File: config.mk
export PLATFORM = sky130hd
export DESIGN_NAME = memory_bus_arbiter
export DESIGN_NICKNAME = d
export VERILOG_FILES = /design/src/rtl/memory_bus_pkg.sv /design/src/rtl/rr_arbiter.sv /design/src/rtl/memory_bus_arbiter.sv
export SDC_FILE = /design/constraint.sdc
export NUM_CORES = 1
export LEC_CHECK = 0
export CAP_MARGIN = 20
export CORE_UTILIZATION = 35
export CTS_BUF_LIST = sky130_fd_sc_hd__clkbuf_16
export DETAILED_ROUTE_END_ITERATION = 10
export PLACE_DENSITY = 0.72
export REMOVE_ABC_BUFFERS = 1
export SKIP_CTS_REPAIR_TIMING = 1
export SLEW_MARGIN = 20
export SYNTH_ARGS = -nofsm -noshare
export SYNTH_HDL_FRONTEND = slang
export SYNTH_SLANG_ARGS = --single-unit
File: constraint.sdc
create_clock -name clock -period 3.4 [get_ports clock]
set_input_delay 0.85 -clock clock [delete_from_list [all_inputs] [get_ports clock]]
set_output_delay 0.85 -clock clock [all_outputs]
set_load 0.01 [all_outputs]
File: src/rtl/memory_bus_pkg.sv
// memory_bus_pkg
//   Shared types and helpers for the MemoryBus arbiter slice.
//   - BUS_*_WIDTH : bus widths that the request/response records are built on.
//                   The arbiter's width parameters default to these values and
//                   must be kept equal to them.
//   - req_state_t : occupancy of the one-entry request stage.
//   - bus_req_t   : a registered downstream request (address, data, write, id).
//   - bus_resp_t  : a registered upstream response (id, data).
//   - id_width(n) : index width needed to number n masters (at least 1 bit).
package memory_bus_pkg;

  localparam int BUS_ADDRESS_WIDTH = 32;
  localparam int BUS_DATA_WIDTH    = 24;
  localparam int BUS_ID_WIDTH      = 4;

  typedef enum logic {
    REQ_EMPTY = 1'b0,
    REQ_FULL  = 1'b1
  } req_state_t;

  typedef struct packed {
    logic [BUS_ADDRESS_WIDTH-1:0] address;
    logic [BUS_DATA_WIDTH-1:0]    data;
    logic                         write;
    logic [BUS_ID_WIDTH-1:0]      id;
  } bus_req_t;

  typedef struct packed {
    logic [BUS_ID_WIDTH-1:0]   id;
    logic [BUS_DATA_WIDTH-1:0] data;
  } bus_resp_t;

  function automatic int id_width(input int n);
    return (n <= 2) ? 1 : $clog2(n);
  endfunction

endpackage

File: src/rtl/rr_arbiter.sv
// rr_arbiter
//   Purely combinational round-robin pick: grants the first requester found
//   at or after the pointer, wrapping modulo N.
//   Ports:
//     req         in  [N]      request mask (already filtered by the caller)
//     ptr         in  [PTR_W]  index searched first; always < N
//     grant       out [N]      one-hot grant, all zeros when nothing requests
//     grant_idx   out [PTR_W]  index of the granted requester
//     grant_valid out 1        some requester was granted
module rr_arbiter #(
  parameter int N     = 4,
  parameter int PTR_W = 2
) (
  input  logic [N-1:0]     req,
  input  logic [PTR_W-1:0] ptr,
  output logic [N-1:0]     grant,
  output logic [PTR_W-1:0] grant_idx,
  output logic             grant_valid
);

  // Walk the N candidate slots starting at the pointer; the first hit wins
  // and later hits are ignored via grant_valid.
  always_comb begin
    int               idx;
    logic [PTR_W-1:0] sel;
    grant       = '0;
    grant_idx   = '0;
    grant_valid = 1'b0;
    idx         = 0;
    sel         = '0;
    for (int off = 0; off < N; off++) begin
      idx = int'(ptr) + off;
      if (idx >= N) idx = idx - N;
      sel = PTR_W'(idx);
      if (!grant_valid && req[sel]) begin
        grant_valid = 1'b1;
        grant[sel]  = 1'b1;
        grant_idx   = sel;
      end
    end
  end

endmodule

File: src/rtl/memory_bus_arbiter.sv
// memory_bus_arbiter
//   Funnels NUM_MASTERS MemoryBus masters onto one memory-controller slave
//   port. Round-robin request arbitration into a one-entry registered request
//   stage, and a one-entry registered response stage routed back by ID.
//   Each request is stamped with the granting port index as msID; the slave
//   echoes it as smID, so every upstream master's MASTER_ID must equal its
//   port index.
//   Optional feature macro: MEMORY_BUS_ARBITER_READ_LIMIT_EN
//     When defined, each master may have at most MAX_OUTSTANDING reads in
//     flight; a master at its limit is masked from arbitration for reads.
//   Ports:
//     clock, reset             rising-edge clock, synchronous active-high reset
//     mMsValid/mMsTaken        per-master request handshake (taken is one-hot)
//     mMsAddress/mMsData/mMsWrite  per-master request payload
//     mSmValid/mSmID/mSmData   broadcast response to all masters
//     mSmTaken                 per-master response accept
//     msValid/msTaken          downstream request handshake
//     msAddress/msData/msWrite/msID  downstream request payload
//     smValid/smTaken/smID/smData    slave response handshake and payload
//     error                    sticky: a response arrived with an unknown ID
module memory_bus_arbiter
  import memory_bus_pkg::*;
#(
  parameter int NUM_MASTERS     = 4,
  parameter int DATA_WIDTH      = BUS_DATA_WIDTH,
  parameter int ADDRESS_WIDTH   = BUS_ADDRESS_WIDTH,
  parameter int ID_WIDTH        = BUS_ID_WIDTH,
  parameter int MAX_OUTSTANDING = 2
) (
  input  logic                                      clock,
  input  logic                                      reset,
  input  logic [NUM_MASTERS-1:0]                    mMsValid,
  output logic [NUM_MASTERS-1:0]                    mMsTaken,
  input  logic [NUM_MASTERS-1:0][ADDRESS_WIDTH-1:0] mMsAddress,
  input  logic [NUM_MASTERS-1:0][DATA_WIDTH-1:0]    mMsData,
  input  logic [NUM_MASTERS-1:0]                    mMsWrite,
  output logic                                      mSmValid,
  output logic [ID_WIDTH-1:0]                       mSmID,
  output logic [DATA_WIDTH-1:0]                     mSmData,
  input  logic [NUM_MASTERS-1:0]                    mSmTaken,
  output logic                                      msValid,
  input  logic                                      msTaken,
  output logic [ADDRESS_WIDTH-1:0]                  msAddress,
  output logic [DATA_WIDTH-1:0]                     msData,
  output logic                                      msWrite,
  output logic [ID_WIDTH-1:0]                       msID,
  input  logic                                      smValid,
  output logic                                      smTaken,
  input  logic [ID_WIDTH-1:0]                       smID,
  input  logic [DATA_WIDTH-1:0]                     smData,
  output logic                                      error
);

  localparam int PTR_W = id_width(NUM_MASTERS);
  // One extra bit so NUM_MASTERS itself is representable when 2**ID_WIDTH == NUM_MASTERS.
  localparam logic [ID_WIDTH:0] NUM_ID = (ID_WIDTH + 1)'(NUM_MASTERS);

  req_state_t             req_state, req_state_next;
  bus_req_t               req_q, req_q_next;
  logic [PTR_W-1:0]       ptr, ptr_next;
  logic [NUM_MASTERS-1:0] req_mask;
  logic [NUM_MASTERS-1:0] grant;
  logic [PTR_W-1:0]       grant_idx;
  logic                   grant_valid;
  logic                   can_accept;
  logic                   grant_fire;

  logic                   resp_valid;
  bus_resp_t              resp_q;
  logic                   resp_sel_taken;
  logic                   resp_drain;
  logic                   resp_capture;
  logic                   resp_bad;
  logic                   error_q;

  // ---------------------------------------------------------------------
  // Request stage
  // ---------------------------------------------------------------------

  // The stage frees up in the same cycle its entry is taken, which is what
  // keeps back-to-back transfers running at one per cycle.
  assign can_accept = (req_state == REQ_EMPTY) || msTaken;

  rr_arbiter #(
    .N     (NUM_MASTERS),
    .PTR_W (PTR_W)
  ) u_rr_arbiter (
    .req         (req_mask),
    .ptr         (ptr),
    .grant       (grant),
    .grant_idx   (grant_idx),
    .grant_valid (grant_valid)
  );

  assign grant_fire = can_accept && grant_valid;
  assign mMsTaken   = grant_fire ? grant : '0;

  // Next-state for the request entry: load on a grant, empty out when the
  // held entry leaves with no replacement, otherwise hold everything.
  always_comb begin
    req_state_next = req_state;
    req_q_next     = req_q;
    ptr_next       = ptr;
    if (can_accept) begin
      if (grant_valid) begin
        req_state_next = REQ_FULL;
        req_q_next     = '{address: mMsAddress[grant_idx],
                           data:    mMsData[grant_idx],
                           write:   mMsWrite[grant_idx],
                           id:      ID_WIDTH'(grant_idx)};
        ptr_next       = (int'(grant_idx) == NUM_MASTERS - 1) ? '0
                                                              : grant_idx + PTR_W'(1);
      end else begin
        req_state_next = REQ_EMPTY;
      end
    end
  end

  // Request stage registers.
  always_ff @(posedge clock) begin
    if (reset) begin
      req_state <= REQ_EMPTY;
      req_q     <= '0;
      ptr       <= '0;
    end else begin
      req_state <= req_state_next;
      req_q     <= req_q_next;
      ptr       <= ptr_next;
    end
  end

  assign msValid   = (req_state == REQ_FULL);
  assign msAddress = req_q.address;
  assign msData    = req_q.data;
  assign msWrite   = req_q.write;
  assign msID      = req_q.id;

  // ---------------------------------------------------------------------
  // Response stage
  // ---------------------------------------------------------------------

  // Only the addressed master's accept counts; a stored ID is always a
  // valid port index because unknown IDs are never loaded.
  always_comb begin
    resp_sel_taken = 1'b0;
    for (int i = 0; i < NUM_MASTERS; i++) begin
      if (resp_q.id == ID_WIDTH'(i)) resp_sel_taken = mSmTaken[i];
    end
  end

  assign resp_drain   = resp_valid && resp_sel_taken;
  assign smTaken      = !resp_valid || resp_drain;
  assign resp_capture = smValid && smTaken;
  assign resp_bad     = {1'b0, smID} >= NUM_ID;

  // A good response refills the entry even while it drains (no bubble).
  // A bad one is swallowed and only raises the sticky error.
  always_ff @(posedge clock) begin
    if (reset) begin
      resp_valid <= 1'b0;
      resp_q     <= '0;
      error_q    <= 1'b0;
    end else begin
      if (resp_capture && !resp_bad) begin
        resp_valid <= 1'b1;
        resp_q     <= '{id: smID, data: smData};
      end else if (resp_drain) begin
        resp_valid <= 1'b0;
      end
      if (resp_capture && resp_bad) error_q <= 1'b1;
    end
  end

  assign mSmValid = resp_valid;
  assign mSmID    = resp_q.id;
  assign mSmData  = resp_q.data;
  assign error    = error_q;

  // ---------------------------------------------------------------------
  // Optional per-master read limit
  // ---------------------------------------------------------------------
`ifdef MEMORY_BUS_ARBITER_READ_LIMIT_EN
  localparam int CNT_W = $clog2(MAX_OUTSTANDING + 1);

  logic [NUM_MASTERS-1:0][CNT_W-1:0] read_count;
  logic [NUM_MASTERS-1:0]            limit_mask;
  logic [NUM_MASTERS-1:0]            read_inc;
  logic [NUM_MASTERS-1:0]            read_dec;

  // Writes never produce a response, so they are never held back.
  always_comb begin
    limit_mask = '0;
    read_inc   = '0;
    read_dec   = '0;
    for (int i = 0; i < NUM_MASTERS; i++) begin
      limit_mask[i] = (read_count[i] == CNT_W'(MAX_OUTSTANDING)) && !mMsWrite[i];
      read_inc[i]   = grant_fire && grant[i] && !mMsWrite[i];
      read_dec[i]   = resp_drain && (resp_q.id == ID_WIDTH'(i));
    end
  end

  assign req_mask = mMsValid & ~limit_mask;

  // Increment and decrement in the same cycle cancel out; the floor guard
  // covers a slave that returns a response nobody asked for.
  always_ff @(posedge clock) begin
    for (int i = 0; i < NUM_MASTERS; i++) begin
      if (reset) begin
        read_count[i] <= '0;
      end else if (read_inc[i] && !read_dec[i]) begin
        read_count[i] <= read_count[i] + CNT_W'(1);
      end else if (read_dec[i] && !read_inc[i] && (read_count[i] != '0)) begin
        read_count[i] <= read_count[i] - CNT_W'(1);
      end
    end
  end
`else
  logic unused_read_limit;

  assign req_mask          = mMsValid;
  assign unused_read_limit = ^MAX_OUTSTANDING;
`endif

endmodule

==> results of run 1 <==
[power by group]
part,switching [mW],total (mW),internal [mW]
registers,0.184,1.63,1.45
clock network,0.550,1.08,0.526
logic,4.12,7.30,3.18
total,4.86,10.0,5.15
[worst register-to-register path, delay by kind of cell, from the launching register on]
kind / cells / cell delay, ns
AOI/OAI and AO/OA: 3 / 0.50
buffers and inverters: 4 / 0.82
muxes: 2 / 0.73
DFF: 1 / 0.35
adders and majority gates: 1 / 0.29
and+or+nand+nor: 1 / 0.22
[cells in the final DEF (no fill, tap or decap), types with 2 or more instances in the layout]
master and n:
nor4_1 2, clkbuf_16 9, clkdlybuf4s50_1 354, conb_1 2
a22oi_1 57, clkinv_8 2, nand3_1 173, o21ai_1 20
nor3b_1 2, inv_1 2, mux2i_1 62, nand2_1 115
o21ai_0 14, nand3b_1 2, a221o_1 4, nor2_1 14
o211ai_1 84, nor2_4 3, buf_12 11, buf_6 2
mux4_2 3, a21oi_1 90, dfxtp_1 90, nand2b_1 3
ha_1 7, o21ai_2 31, clkinv_4 2, nand4_1 57
o211ai_2 30, inv_8 2, buf_4 66, mux2_2 4
dlymetal6s2s_1 6
[flip-flops by register name (all words and copies together), names as in the netlist, 2 cells and up]
register and count:
mSmData 24, mSmID 4, msAddress 32, msData 24, msID 2, ptr 2
[layer usage]
| layer | up-vias | routed length (microns) | part of all wire (%) |
|---|---|---|---|
| li1 | 4532 | - | - |
| met1 | 4593 | 12300 | 38 |
| met2 | 499 | 16500 | 51 |
| met3 | 40 | 2810 | 8.7 |
| met4 | 0 | 580 | 1.8 |
| met5 | - | 0 | 0 |
[per-stage QoR]
| stage | worst slack (ns) | power [mW] | instance area [sq um] | util, % | setup TNS (ns) |
|---|---|---|---|---|---|
| after CTS | -0.644 | 9.86 | 12100 | 57.0 | -2.45 |
| after global placement | -0.569 | 8.64 | 11800 | 55.6 | -14.08 |
| after floorplan | -8.20 | 5.19 | 7060 | - | -516.04 |
| final | 0.0185 | 10.0 | 12200 | 57.4 | 0 |
| after global routing | -0.0399 | 10.6 | 12200 | 57.4 | -0.0458 |
| after detailed placement | -0.635 | 8.75 | 11800 | 55.6 | -15.76 |
[cells by family (layout without fill, tap and decap cells)]
logic type / after synthesis / in the layout
mux: 70 / 70
other cells: 1 / 2
simple gates: 379 / 379
buf+inv: 127 / 460
fa+ha+maj: 8 / 8
flops: 92 / 92
compound gates: 343 / 343
xor+xnor: 2 / 2
[worst max path at each step]
stage / depth (start not counted) / endpoint / start
after floorplan: 6 / msAddress[6] / ptr[0]
after global routing: 10 / mMsTaken[3] / ptr[0]
after global placement: 7 / mMsTaken[1] / mMsValid[2]
final: 10 / mMsTaken[3] / ptr[0]
after CTS: 7 / mMsTaken[1] / mMsValid[2]
after detailed placement: 7 / mMsTaken[1] / mMsValid[2]
[final cells by class]
cell class | instances | area, sq um | share of cell area (%)
Clock buffer | 9 | 225 | 1.85
Clock inverter | 7 | 81.3 | 0.668
Inverter | 3 | 11.3 | 0.0925
Multi-Input combinational cell | 804 | 5300 | 43.5
Sequential cell | 92 | 1850 | 15.2
Tap cell | 275 | 344 | 2.83
Timing Repair Buffer | 441 | 4370 | 35.9
==> impl_metrics.toml, run 1 <==
[die]
row_count = 53
initial_core_util_pct = 36.1
io_pins = 365
die-area_sq_um = 22500
die_y_microns = 150
coreArea_sq_um = 21200
dieWidth_microns = 150

[min_path]
min_from = "mSmData[3]"
min_path_type = "flop to flop"
min_to = "mSmData[3]"
min_path_cells = 2

[setup_path]
critical_path_class = "flop to output pin"
crit_family = "buffers and inverters"
start_kind = "flop"
crit_path_cell_trace = "inv_1, ha_4, buf_6, mux4_2, buf_6, buf_4, a221o_1, o21ai_0, a21oi_1, dlymetal6s2s_1"
rrSetupSlack_ns = 0.39
crit_path_end_kind = "output pin"
crit_path_frequent_cell = "buf_6"
reg2reg_from = "ptr[0]"
cpPeakStageDelay_ns = 0.38
slowest_stage = "mux4_2"
timing.rr.end = "msData[14]"
arrival_ns = 2.53
worstPathRequired_ns = 2.55
crit_path_max_fanout = 5
rr_worst_depth = 11
path_buf_inv = 5

[global_route]
use_met1_pct = 31.2
grt_max_degree = 104
groute.layer.met3.usage_pct = 6.31
grt-busiest-layer = "met2"
grt_pass1_wl_microns = 48900
grtUsageMet2_pct = 50.5
grt_overflow = 0
grt_antenna_before_repair = 0
grt_usage_pct = 27.5
grt_pass1_vias = 9272

[synth]
synth_top_area_cell = "dfxtp_1"
ys_ff_latch = 92
syn_avg_cell_area_sq_um = 7.49
synth_common_cells = "nand3_1 (173), nand2_1 (115), dfxtp_1 (92)"
synthTopCellsByArea = "dfxtp_1 (24%), nand3_1 (11%), mux2i_1 (8.2%), o211ai_1 (8.2%), a21oi_1 (5.9%)"
yosysTopAreaCellShare_pct = 24.1
synth-adder-area-share_pct = 1.31
ys.warnings.count = 0
ys.flop_type = "dfxtp_1"
synth.distinct_cells = 49
synth_top_family_by_area = "compound AO/OA/AOI/OAI gates"
yosysSeqAreaShare_pct = 24.1
synth_compound_area_share_pct = 32.7
synth_mux_area_share_pct = 9.71
synth_most_common_cell = "nand3_1"
synth_xor_area_share_pct = 0.229
yosys.area_share.simple_pct = 24.0
async_reset_ff_share_pct = 0
syn_area_sq_um = 7650
synth_edf_count = 0
syn_inst = 1022

[cts]
clock-sinks = 92
cts_root_buffer = "clkbuf_16"
cts_max_path_buffers = 2
cts_tree = "done"
cts-buffers-inserted = 9
insertion_delay_ns = 0.36
h-tree-depth = 3
cts.clk_slew.worst_paths_ns = 0.08

[placement]
detailedPlacementHpwl_microns = 23100
dp_cells = 1609
port_buffers = 362
gp_congestion = 0.861

[pwr]
max-vdd-ir-drop_mv = 0.419
p_leak_nw = 4.40
power_density_nw_per_um2 = 822

[timing]
holdWs_ns = 0.455
worst_pin_slew_ns = 1.06
clock_skew_ns = 0.00805
setup_viol = 0
finalCritPeriodShare_pct = 99.5
drv_slew = 0
slew-limit-headroom_pct = 29.2
max_freq_mhz = 296
min_period_ns = 3.38
finalHoldViolations = 0

[routing]
ant_nets = 0
wl_per_cell_microns = 19.7
wl_microns = 32200
post_drt_via_cell_ratio = 5.93
drtPass1Iterations = 6
drc = 0
vias = 9664
first_iter_violations = 731

[cells_and_area]
n_antenna_cell = 0
drive_above_1_share_pct = 13.8
areaGrowthSynthToFinish_pct = 59.1
fin_cells = 1631
fin_nets = 1627
fillCellCount = 1985

[run_status]
run_status = "finished, final reports clean"

[job]
maxCapViolations = 0
Power figures use the tool's default switching activity.
==> inputs of run 2 (changes only) <==
--- a/config.mk
+++ b/config.mk
@@ -10,7 +10,6 @@
 export CTS_BUF_LIST = sky130_fd_sc_hd__clkbuf_16
 export DETAILED_ROUTE_END_ITERATION = 10
 export PLACE_DENSITY = 0.72
-export REMOVE_ABC_BUFFERS = 1
 export SKIP_CTS_REPAIR_TIMING = 1
 export SLEW_MARGIN = 20
 export SYNTH_ARGS = -nofsm -noshare
==> run 2 against run 1 <==
Global-route usage fell by 1.3 points. Sequential power barely moved. Largest power group unchanged. Combinational power fell by 2%. Clock-buffer cell count did not move. Flip-flop and latch count did not move. Clock skew barely moved. Clock power barely moved. Routed wire length fell by 3.9%. Worst hold slack got worse by 0.00053 ns. Critical path depth fell by 2. First-iteration DRC count fell by 2.3%.
==> impl_metrics.toml, run 2 (synthesis gave the netlist of run 1 again) <==
[routing]
wl_per_cell_microns = 19.1
post_drt_via_cell_ratio = 5.85
drc = 0
drtPass1Iterations = 6
vias = 9466
first_iter_violations = 714
ant_nets = 0
wl_microns = 30900

[timing]
finalCritPeriodShare_pct = 97.8
max_freq_mhz = 301
min_period_ns = 3.33
finalHoldViolations = 0
setup_viol = 0
layout_setup_ws_ns = 0.0735
slew-limit-headroom_pct = 23.9
drv_slew = 0
worst_pin_slew_ns = 1.14
clock_skew_ns = 0.00851

[setup_path]
timing.rr.end = "msAddress[7]"
rrSetupSlack_ns = 0.26
critical_path_class = "flop to output pin"
crit_path_end_kind = "output pin"
arrival_ns = 2.48
rr_worst_depth = 13
reg2reg_from = "ptr[0]"
worstPathRequired_ns = 2.55
start_kind = "flop"
crit_path_max_fanout = 5

[job]
maxCapViolations = 0

[placement]
place_ws_ns = -0.583
port_buffers = 362
dp_cells = 1599
gp_congestion = 0.873
dpl_cell_area_sq_um = 11800
detailedPlacementHpwl_microns = 21500

[global_route]
grt_usage_pct = 26.2
grt_pass1_wl_microns = 46900
grt_pass1_vias = 8701
grt_antenna_before_repair = 1
grt_overflow = 0
grt_max_degree = 116

[pwr]
power_density_nw_per_um2 = 815
max-vdd-ir-drop_mv = 0.584
p_leak_nw = 4.37

[cells_and_area]
fin_nets = 1612
drive_above_1_share_pct = 12.5
fillCellCount = 1971
largest_reg_flops = 32
final_common_cell = "clkdlybuf4s50_1"
final_area_sq_um = 12100
final_cell_mix = "clkdlybuf4s50_1 (354), nand3_1 (173), nand2_1 (115), dfxtp_1 (91), a21oi_1 (90)"
fin_cells = 1617
seq_area_sq_um = 1850
areaGrowthSynthToFinish_pct = 58.6
multi_input_area_sq_um = 5290

[cts]
cts_root_buffer = "clkbuf_16"
h-tree-depth = 3
clock-sinks = 92
insertion_delay_ns = 0.36
cts_tree = "done"
cts.clk_slew.worst_paths_ns = 0.07
cts-buffers-inserted = 9
cts_max_path_buffers = 2

[die]
row_count = 53
dieWidth_microns = 150
coreArea_sq_um = 21200
die_y_microns = 150
initial_core_util_pct = 36.1
io_pins = 365
die-area_sq_um = 22500

[min_path]
min_to = "mSmData[6]"
min_path_type = "flop to flop"
min_from = "mSmData[6]"
min_path_cells = 2

[run_status]
run_status = "finished, final reports clean"
run 2: routing by layer:
layer,wire [microns],vias up,share of wire [%],GRT usage [%]
met2,15300,489,49,45.3
met4,633,0,2.0,8.13
met5,0,-,0,0
li1,-,4505,-,-
met3,2910,49,9.4,5.79
met1,12100,4423,39,32.1
run 2: cell type report:
type                    count  area share, %
clock inverters             7          0.732
diodes                      1         0.0206
well taps                 275           2.84
repair buffers            426           35.7
flip-flops and latches     92           15.2
multi-input cells         804           43.6
inverters                   3         0.0928
clock buffers               9           1.86
run 2: worst max path at each step:
| stage | depth (start not counted) | to | from |
|---|---|---|---|
| floorplan | 10 | mMsTaken[0] | ptr[1] |
| global placement | 7 | mMsTaken[0] | mMsValid[2] |
| detailed placement | 7 | mMsTaken[0] | mMsValid[2] |
| CTS | 7 | mMsTaken[0] | mMsValid[2] |
| global route | 8 | mMsTaken[0] | ptr[1] |
| finish | 8 | mMsTaken[0] | ptr[0] |
run 2: worst max-delay path, cell delays in order, from the launching register on:
cell	delay [ns]
dfxtp_4	0.35
inv_1	0.05
ha_1	0.31
or3b_1	0.43
a2111oi_2	0.40
or3_4	0.22
nand2_1	0.05
a21oi_1	0.12
dlymetal6s2s_1	0.19
run 2: metrics by stage:
step           setup TNS [ns]  utilization (%)  hold slack [ns]  total power, mW
6_report                    0             57.2            0.454             9.89
2_1_floorplan               0                -            0.481             6.04
3_5_place_dp           -16.50             55.5            0.446             8.76
4_1_cts                 -2.28             57.0            0.456             9.89
5_1_grt               -0.0310             57.2            0.473             10.5
3_3_place_gp           -11.85             55.5            0.443             8.66
run 2: power breakdown:
group | switching (mW) | total (mW) | internal [mW] | leakage (nW)
combinational | 4.04 | 7.17 | 3.13 | 3.46
sequential | 0.193 | 1.64 | 1.44 | 0.758
clock | 0.542 | 1.08 | 0.534 | 0.153
total | 4.77 | 9.89 | 5.11 | 4.37
==> inputs of run 3 (changes only) <==
--- a/config.mk
+++ b/config.mk
@@ -9,7 +9,8 @@
 export CORE_UTILIZATION = 35
 export CTS_BUF_LIST = sky130_fd_sc_hd__clkbuf_16
 export DETAILED_ROUTE_END_ITERATION = 10
-export PLACE_DENSITY = 0.72
+export DONT_BUFFER_PORTS = 1
+export PLACE_DENSITY = 0.5
 export SKIP_CTS_REPAIR_TIMING = 1
 export SLEW_MARGIN = 20
 export SYNTH_ARGS = -nofsm -noshare
==> run 3 against run 2 <==
First-iteration DRC count is 8.7% lower. Critical endpoint unchanged. Power down 15%. Final area down 33%. Register-to-register slack gained 0.04 ns. Critical path type unchanged. Global-route usage down 2.1 points. Maximum frequency up 3.3%. Worst hold slack better by 0.041 ns. Clock power about the same.
==> impl_metrics.toml, run 3 (synthesis gave the netlist of run 1 again) <==
[setup_path]
reg2reg_from = "ptr[0]"
cpPeakStageDelay_ns = 0.39
start_kind = "flop"
crit_path_cell_trace = "inv_1, ha_4, or3b_1, a2111oi_2, or3_4, nand2_1, a21oi_1"
path_buf_inv = 1
slowest_stage = "or3b_1"
crit_path_max_fanout = 6
timing.rr.end = "msAddress[14]"
rrSetupSlack_ns = 0.30
worstPathRequired_ns = 2.55
crit_end = "mMsTaken[0]"
crit_path_end_kind = "output pin"
rr_worst_depth = 9
crit_cells = 7
critical_path_class = "flop to output pin"
crit_family = "compound AO/OA/AOI/OAI gates"
startpoint = "ptr[0]"
arrival_ns = 2.37

[cells_and_area]
fin_nets = 1219
areaGrowthSynthToFinish_pct = 6.52
final_cell_mix = "nand3_1 (173), nand2_1 (115), dfxtp_1 (91), a21oi_1 (90), o211ai_1 (84)"
drive_above_1_share_pct = 14.5
fin_cells = 1223
n_antenna_cell = 0
largest_reg_flops = 32
final_area_sq_um = 8150
fin_util_pct = 38.4
final_common_cell = "nand3_1"

[cts]
cts_root_buffer = "clkbuf_16"
clock-sinks = 92
cts_tree = "done"
cts-buffers-inserted = 9
h-tree-depth = 3
cts_max_path_buffers = 2
cts.clk_slew.worst_paths_ns = 0.08
insertion_delay_ns = 0.36

[placement]
gp_congestion = 0.795
port_buffers = 0
detailedPlacementHpwl_microns = 18200
dpl_cell_area_sq_um = 7820
place_ws_ns = 0.125
dp_cells = 1206

[pwr]
max-vdd-ir-drop_mv = 0.661
p_switching_mw = 4.49
power_density_nw_per_um2 = 1030
clkPwrFrac_pct = 12.7
p_comb_share_pct = 65.2
seqPwrFrac_pct = 22.1
internal_power_mw = 3.91
fin_total_pwr_mw = 8.40
switching_share_pct = 53.4
p_leak_nw = 2.71

[timing]
setup_viol = 0
min_period_ns = 3.22
worst_pin_slew_ns = 0.961
slew-limit-headroom_pct = 35.8
finalCritPeriodShare_pct = 94.7
drv_slew = 0
holdWs_ns = 0.495
fin_tns_setup_ns = 0
clock_skew_ns = 0.0123
rsz0062_at_grt = "no"
layout_setup_ws_ns = 0.181
max_freq_mhz = 311
finalHoldViolations = 0

[die]
io_pins = 365
dieWidth_microns = 150
coreArea_sq_um = 21200
die-area_sq_um = 22500
row_count = 53
initial_core_util_pct = 36.1
die_y_microns = 150

[routing]
vias = 7900
drc = 0
wl_microns = 28100
post_drt_via_cell_ratio = 6.46
drtPass1Iterations = 8
first_iter_violations = 652
wl_per_cell_microns = 23.0
ant_nets = 0

[global_route]
grt_overflow = 0
grt_antenna_before_repair = 0
grt_max_degree = 119
grt_usage_pct = 24.1
grt_pass1_wl_microns = 42500
grt_pass1_vias = 7521

[job]
maxCapViolations = 0

[min_path]
min_path_type = "flop to flop"

[run_status]
run_status = "finished, final reports clean"
==> run 3: area by class of cell <==
cell class                 instances  area [sq um]
sequential                        92          1850
tap                              275           344
fill                            2272         13100
clock buffer                       9           225
clock inverter                     7          76.3
inverter                           3          11.3
timing repair buffer              33           352
multi-input combinational        804          5300
==> run 3: worst min path at each step <==
stage / startpoint / endpoint / slack, ns / cells after the start
after floorplan: mSmData[0] / mSmData[0] / 0.48 / 2
after global placement: mSmData[14] / mSmData[14] / 0.48 / 2
after detailed placement: mSmData[10] / mSmData[10] / 0.49 / 2
after CTS: mSmData[10] / mSmData[10] / 0.50 / 2
after global routing: mSmData[21] / mSmData[21] / 0.52 / 2
final: mSmData[10] / mSmData[10] / 0.49 / 2
==> run 3: tightest hold or removal path, delay by kind of cell, from the launching register on <==
kind | cells | cell delay, ns
AOI/OAI and AO/OA | 1 | 0.05
DFF | 1 | 0.34
and+or+nand+nor | 1 | 0.06
==> run 3: routing by layer <==
layer	track usage [%]	wire length, microns	share of wire [%]	vias up
met4	9.55	686	2.4	0
li1	-	-	-	3714
met5	0	0	0	-
met2	40.5	13700	49	364
met3	7.04	2610	9.3	39
met1	28.7	11100	39	3783
==> run 3: power groups by stage <==
stage                     clock network [mW]  registers [mW]  logic (mW)
after floorplan                            0            1.81        4.23
after global placement                     0            1.90        5.37
after detailed placement                   0            1.90        5.41
after CTS                               1.11            1.88        5.42
after global routing                    1.14            1.91        5.95
final                                   1.06            1.86        5.48
